$ cat config.mk
export PLATFORM = sky130hd
export DESIGN_NAME = imem_fetch_buffered
export DESIGN_NICKNAME = d
export VERILOG_FILES = /design/src/rtl/imem_fetch_buffered.sv
export SDC_FILE = /design/constraint.sdc
export NUM_CORES = 2
export LEC_CHECK = 0
export CAP_MARGIN = 10
export CORE_MARGIN = 2
export CORE_UTILIZATION = 25
export CTS_CLUSTER_DIAMETER = 30
export DETAILED_ROUTE_END_ITERATION = 10
export SLEW_MARGIN = 10
export SYNTH_ARGS = -nofsm -noshare
export SYNTH_HDL_FRONTEND = slang
export SYNTH_SLANG_ARGS = --single-unit
export TNS_END_PERCENT = 100
$ cat constraint.sdc
create_clock -name clk -period 5 [get_ports clk]
set_clock_uncertainty 0.05 [all_clocks]
set_input_delay 1 -clock clk [delete_from_list [all_inputs] [get_ports clk]]
set_output_delay 1 -clock clk [all_outputs]
set_load 0.005 [all_outputs]
$ cat src/rtl/imem_fetch_buffered.sv
`default_nettype none
// ============================================================================
// Module   : imem_fetch_buffered
// Purpose  : Word-organised, byte-lane-writable instruction memory. A clear
//            engine fills it with NOP after reset, a loader port writes it,
//            and the fetch stage reads it over a valid/ready handshake with
//            a one-cycle registered response and fault reporting.
// Revision : 1.0 - initial release
// ============================================================================
module imem_fetch_buffered #(
    parameter int          ADDR_W      = 32,
    parameter int          DEPTH_WORDS = 64,
    parameter logic [31:0] NOP_WORD    = 32'h0000_0013
) (
    input  logic              clk,
    input  logic              reset,
    output logic              init_done,
    input  logic              ld_en,
    input  logic [ADDR_W-1:0] ld_addr,
    input  logic [31:0]       ld_data,
    input  logic [3:0]        ld_be,
    output logic              ld_err,
    input  logic              req_valid,
    output logic              req_ready,
    input  logic [ADDR_W-1:0] req_addr,
    output logic              rsp_valid,
    input  logic              rsp_ready,
    output logic [31:0]       rsp_instr,
    output logic [1:0]        rsp_fault
);

    localparam int                CNT_W      = (DEPTH_WORDS > 2) ? $clog2(DEPTH_WORDS) : 1;
    localparam logic [ADDR_W-1:0] c_DEPTH_A  = ADDR_W'(DEPTH_WORDS);
    localparam logic [CNT_W-1:0]  c_CNT_LAST = CNT_W'(DEPTH_WORDS - 1);

    localparam logic [0:0] c_ST_CLEAR = 1'b0;
    localparam logic [0:0] c_ST_READY = 1'b1;

    localparam logic [1:0] c_FAULT_OK  = 2'b00;
    localparam logic [1:0] c_FAULT_MIS = 2'b01;
    localparam logic [1:0] c_FAULT_OOR = 2'b10;

    // Storage array; contents are initialised by the clear engine, not reset
    logic [31:0] mem_q [DEPTH_WORDS];

    logic [0:0]       state_q, state_d;
    logic [CNT_W-1:0] cnt_q, cnt_d;
    logic             ld_err_q, ld_err_d;
    logic             rsp_valid_q, rsp_valid_d;
    logic [31:0]      rsp_instr_q, rsp_instr_d;
    logic [1:0]       rsp_fault_q, rsp_fault_d;

    logic             w_clr_we;
    logic             w_ready_st;
    logic             w_ld_mis, w_ld_oor, w_ld_we;
    logic             w_req_mis, w_req_oor, w_accept;
    logic [CNT_W-1:0] w_ld_idx, w_req_idx;
    logic             w_wr_en;
    logic [CNT_W-1:0] w_wr_idx;
    logic [31:0]      w_wr_data;
    logic [3:0]       w_wr_be;

    // Address decode: the range check uses the full word index (no wrap),
    // only the low CNT_W index bits address the array once in range
    assign w_ld_mis  = (ld_addr[1:0] != 2'b00);
    assign w_ld_oor  = ({2'b00, ld_addr[ADDR_W-1:2]} >= c_DEPTH_A);
    assign w_ld_idx  = ld_addr[CNT_W+1:2];
    assign w_req_mis = (req_addr[1:0] != 2'b00);
    assign w_req_oor = ({2'b00, req_addr[ADDR_W-1:2]} >= c_DEPTH_A);
    assign w_req_idx = req_addr[CNT_W+1:2];

    assign w_ld_we   = ld_en && w_ready_st && !w_ld_mis && !w_ld_oor;
    assign req_ready = w_ready_st && (!rsp_valid_q || rsp_ready);
    assign w_accept  = req_valid && req_ready;

    // FSM state register and clear counter
    always_ff @(posedge clk or posedge reset) begin
        if (reset) begin
            state_q <= c_ST_CLEAR;
            cnt_q   <= '0;
        end else begin
            state_q <= state_d;
            cnt_q   <= cnt_d;
        end
    end

    // FSM next state: walk every word once, then stay READY until reset
    always_comb begin
        state_d = state_q;
        cnt_d   = cnt_q;
        if (state_q == c_ST_CLEAR) begin
            cnt_d = cnt_q + 1'b1;
            if (cnt_q == c_CNT_LAST) begin
                state_d = c_ST_READY;
                cnt_d   = cnt_q;
            end
        end
    end

    // FSM outputs: clear write strobe and ready indication
    always_comb begin
        w_clr_we   = (state_q == c_ST_CLEAR);
        w_ready_st = (state_q == c_ST_READY);
        init_done  = (state_q == c_ST_READY);
    end

    // Single write port shared by the clear engine and the loader
    always_comb begin
        w_wr_en   = w_clr_we || w_ld_we;
        w_wr_idx  = w_clr_we ? cnt_q : w_ld_idx;
        w_wr_data = w_clr_we ? NOP_WORD : ld_data;
        w_wr_be   = w_clr_we ? 4'hF : ld_be;
    end

    // Array write with per-byte-lane enables
    always_ff @(posedge clk) begin
        if (w_wr_en) begin
            for (int b = 0; b < 4; b++) begin
                if (w_wr_be[b]) begin
                    mem_q[w_wr_idx][8*b +: 8] <= w_wr_data[8*b +: 8];
                end
            end
        end
    end

    // Response next state: capture on accept (old array contents, so a
    // same-cycle loader write is not seen), retire when consumed, else hold
    always_comb begin
        rsp_valid_d = rsp_valid_q;
        rsp_instr_d = rsp_instr_q;
        rsp_fault_d = rsp_fault_q;
        ld_err_d    = ld_en && (!w_ready_st || w_ld_mis || w_ld_oor);
        if (w_accept) begin
            rsp_valid_d = 1'b1;
            if (w_req_mis) begin
                rsp_fault_d = c_FAULT_MIS;
                rsp_instr_d = NOP_WORD;
            end else if (w_req_oor) begin
                rsp_fault_d = c_FAULT_OOR;
                rsp_instr_d = NOP_WORD;
            end else begin
                rsp_fault_d = c_FAULT_OK;
                rsp_instr_d = mem_q[w_req_idx];
            end
        end else if (rsp_ready) begin
            rsp_valid_d = 1'b0;
        end
    end

    // Response and loader-error registers
    always_ff @(posedge clk or posedge reset) begin
        if (reset) begin
            rsp_valid_q <= 1'b0;
            rsp_instr_q <= NOP_WORD;
            rsp_fault_q <= c_FAULT_OK;
            ld_err_q    <= 1'b0;
        end else begin
            rsp_valid_q <= rsp_valid_d;
            rsp_instr_q <= rsp_instr_d;
            rsp_fault_q <= rsp_fault_d;
            ld_err_q    <= ld_err_d;
        end
    end

    assign rsp_valid = rsp_valid_q;
    assign rsp_instr = rsp_instr_q;
    assign rsp_fault = rsp_fault_q;
    assign ld_err    = ld_err_q;

endmodule
`default_nettype wire

==> results.py <==
metrics = {
    "worst_hold_path": {
        "min_path_type": "in -> async",
    },
    "clock_network": {
        "cts_tree": "done",
        "path_clk_slew_ns": 0.05,
        "numCtsBuffers": 376,
        "clock_latency_ns": 0.95,
        "post_cts_buffers": 0,
        "clk_path_buf_depth": 4,
        "cts_root_buffer": "clkbuf_16",
        "hold_buffers": 0,
        "cts_max_level": 5,
        "clock_sinks": 2091,
        "post_cts_resized": 0,
    },
    "setup_path": {
        "worstPathMaxFanout": 47,
        "worstSetupEndpointType": "primary output",
        "rrSetupSlack_ns": 1.13,
        "critPathArrivalTime_ns": 2.96,
        "crit_type": "reg -> out",
        "crit_required_ns": 3.95,
        "cp-start-kind": "flop",
    },
    "sta": {
        "setup_viol": 0,
        "post-route-min-period_ns": 4.01,
        "drv_slew": 0,
        "hold_viol_final": 0,
        "finalCritPeriodShare": 0.802,
        "rsz0062_at_grt": "no",
        "clock.fmax_mhz": 249,
        "worst_pin_slew_ns": 1.24,
        "max_slew_margin": 0.169,
        "layout_setup_ws_ns": 0.988,
    },
    "yosys": {
        "synth_compound_area_frac": 0.0324,
        "synth_top_family_by_area": "multiplexers",
        "synth_area_leaders": "edfxtp_1, mux4_2, mux2i_1",
        "yosys.area_share.simple": 0.0365,
        "synth.mux.area_fraction": 0.149,
        "synth_xor_area_frac": 0.000430,
        "synth.top_cell.area_share": 0.754,
        "seq_area_frac_synth": 0.767,
        "synth.net_count": 4186,
        "synth-edff-count": 2048,
        "synthCells": 4080,
        "async_flop_share": 0.0206,
        "avgSynthCellArea_um2": 20.0,
        "ys_warn_count": 0,
        "synth_fa_ha_area_frac": 0.000153,
        "synth_seq_cells": 2091,
        "synth_top_area_cell": "edfxtp_1",
        "synth.distinct_cells": 65,
        "ys.flop_type": "edfxtp_1",
        "synth_area_um2": 81600,
    },
    "place": {
        "routabilityCongestion": 0.918,
        "pre_cts_ws_ns": 0.356,
        "hpwlAfterDp_um": 180000,
        "portBuffers": 142,
        "placed_cell_area_um2": 90900,
    },
    "floorplanning": {
        "die_x_um": 575,
        "ios": 143,
        "start_util": 0.251,
        "row_count": 209,
        "dieArea_um2": 331000,
        "die_y_um": 575,
        "core_um2": 325000,
    },
    "global_routing": {
        "antenna_found_initial": 35,
        "grt_max_degree": 65,
        "grt_overflow_total": 0,
        "first_global_vias": 46039,
        "track_usage": 0.161,
        "grt_pass1_wl_um": 374000,
    },
    "finish": {
        "multiInputGateArea_um2": 18000,
        "syn_to_final_growth_pct": 27.1,
        "nNetsFinal": 4893,
        "final_cell_area_um2": 104000,
        "utilization": 0.320,
        "drive_gt1_frac": 0.306,
        "fillers": 30711,
        "seqCellArea_um2": 62600,
    },
    "detailed_routing": {
        "drc_errors": 0,
        "routed_wirelength_um": 272000,
        "drt_pass1_iterations": 8,
        "drt_iter0_markers": 6688,
        "via_per_inst": 4.88,
        "ant_nets": 0,
        "wire_per_inst_um": 28.8,
        "num_vias": 46059,
    },
    "flow_run": {
        "cap_viol_max_count": 0,
    },
    "power": {
        "worst_ir_drop_vdd_v": 0.000408,
        "power_leakage_nw": 29.8,
        "powerDensity_nw_per_um2": 440,
    },
    "status": {
        "status": "complete, no violations",
    },
}
-- sequential cells by signal, indices dropped and copies added (netlist names) --
| name | cells |
|---|---|
| cnt_q | 6 |
| init_done | 1 |
| ld_err | 1 |
| mem_q | 2048 |
| rsp_fault | 2 |
| rsp_instr | 32 |
| rsp_valid | 1 |
-- worst paths after layout --
path                                    from  depth (start not counted)       endpoint
max in group asynchronous              reset                          3  rsp_instr[12]
worst max-delay path               init_done                          3      req_ready
worst min register to register  rsp_instr[4]                          1   rsp_instr[4]
min in group clk                rsp_instr[4]                          1   rsp_instr[4]
worst max register to register     init_done                          7  mem_q[18][10]
worst min-delay path                   reset                          2  rsp_instr[17]
-- power breakdown --
part / total (mW) / leakage (nW) / internal (mW) / switching [mW]
combinational: 1.13 / 8.81 / 0.396 / 0.732
sequential: 19.0 / 14.9 / 19.0 / 0.000141
clock: 25.5 / 6.13 / 16.7 / 8.77
total: 45.6 / 29.8 / 36.1 / 9.51
-- cell type report --
| class | instances | share of cell area |
|---|---|---|
| Antenna cell | 35 | 0.000845 |
| Multi-Input combinational cell | 1743 | 0.174 |
| Sequential cell | 2091 | 0.603 |
| Clock buffer | 423 | 0.0939 |
| Clock inverter | 255 | 0.0287 |
| Timing Repair Buffer | 564 | 0.0470 |
| Tap cell | 4325 | 0.0522 |
| Inverter | 11 | 0.000410 |
-- Yosys cell counts (25+ instances only) --
cell type and number:
a21oi_1 43, a22oi_1 100, and2_1 35, buf_2 85
buf_4 25, clkbuf_1 103, dfrtp_1 40, edfxtp_1 2048
mux2i_1 238, mux4_2 425, nand2_1 168, nand3_1 42
nor2_1 339, o21ai_0 42, o22ai_1 47
-- worst max-delay path: stages, from the launching register on --
cell,delay (ns)
dfrtp_4,0.87
buf_4,0.39
and2_1,0.17
clkdlybuf4s50_1,0.56
-- placed cells by master (no fill, tap or decap), types with 22 or more instances in the layout --
cell type / count
diode_2: 35
clkinvlp_4: 44
clkbuf_16: 381
o22ai_1: 47
buf_4: 404
clkinv_2: 61
mux2i_1: 238
nor2_1: 336
a21oi_1: 43
clkinv_1: 22
nand3_1: 41
inv_6: 42
clkbuf_1: 37
clkinv_4: 28
a22oi_1: 100
clkdlybuf4s50_1: 136
edfxtp_1: 2048
o21ai_0: 42
and2_2: 24
bufinv_16: 51
nand2_1: 168
dfrtp_1: 39
mux4_2: 425
-- stage by stage --
step           setup TNS (ns)  std cells  total power [mW]  hold slack (ns)
2_1_floorplan               0       4080              19.9            0.423
3_3_place_gp          -0.0515       8732              20.4            0.459
3_5_place_dp                0       8734              20.4            0.459
4_1_cts                     0       9412              45.8            0.235
5_1_grt                     0       9431              46.6            0.281
6_report                    0       9447              45.6            0.275
-- metal layers --
layer / wire (um) / up-vias / track usage
met5: 83 / - / 0.00387
met4: 15700 / 12 / 0.0936
met3: 30600 / 599 / 0.0504
met2: 124000 / 2983 / 0.245
met1: 101000 / 24095 / 0.200
li1: - / 18370 / -
-- logic make-up after synthesis --
group | Yosys count
flip-flops | 2091
AND/OR/NAND/NOR | 685
multiplexers | 680
AO/OA/AOI/OAI | 373
buffers and inverters | 246
XOR/XNOR | 4
adder cells (fa/ha/maj) | 1
(Power assumes the default switching activity.)
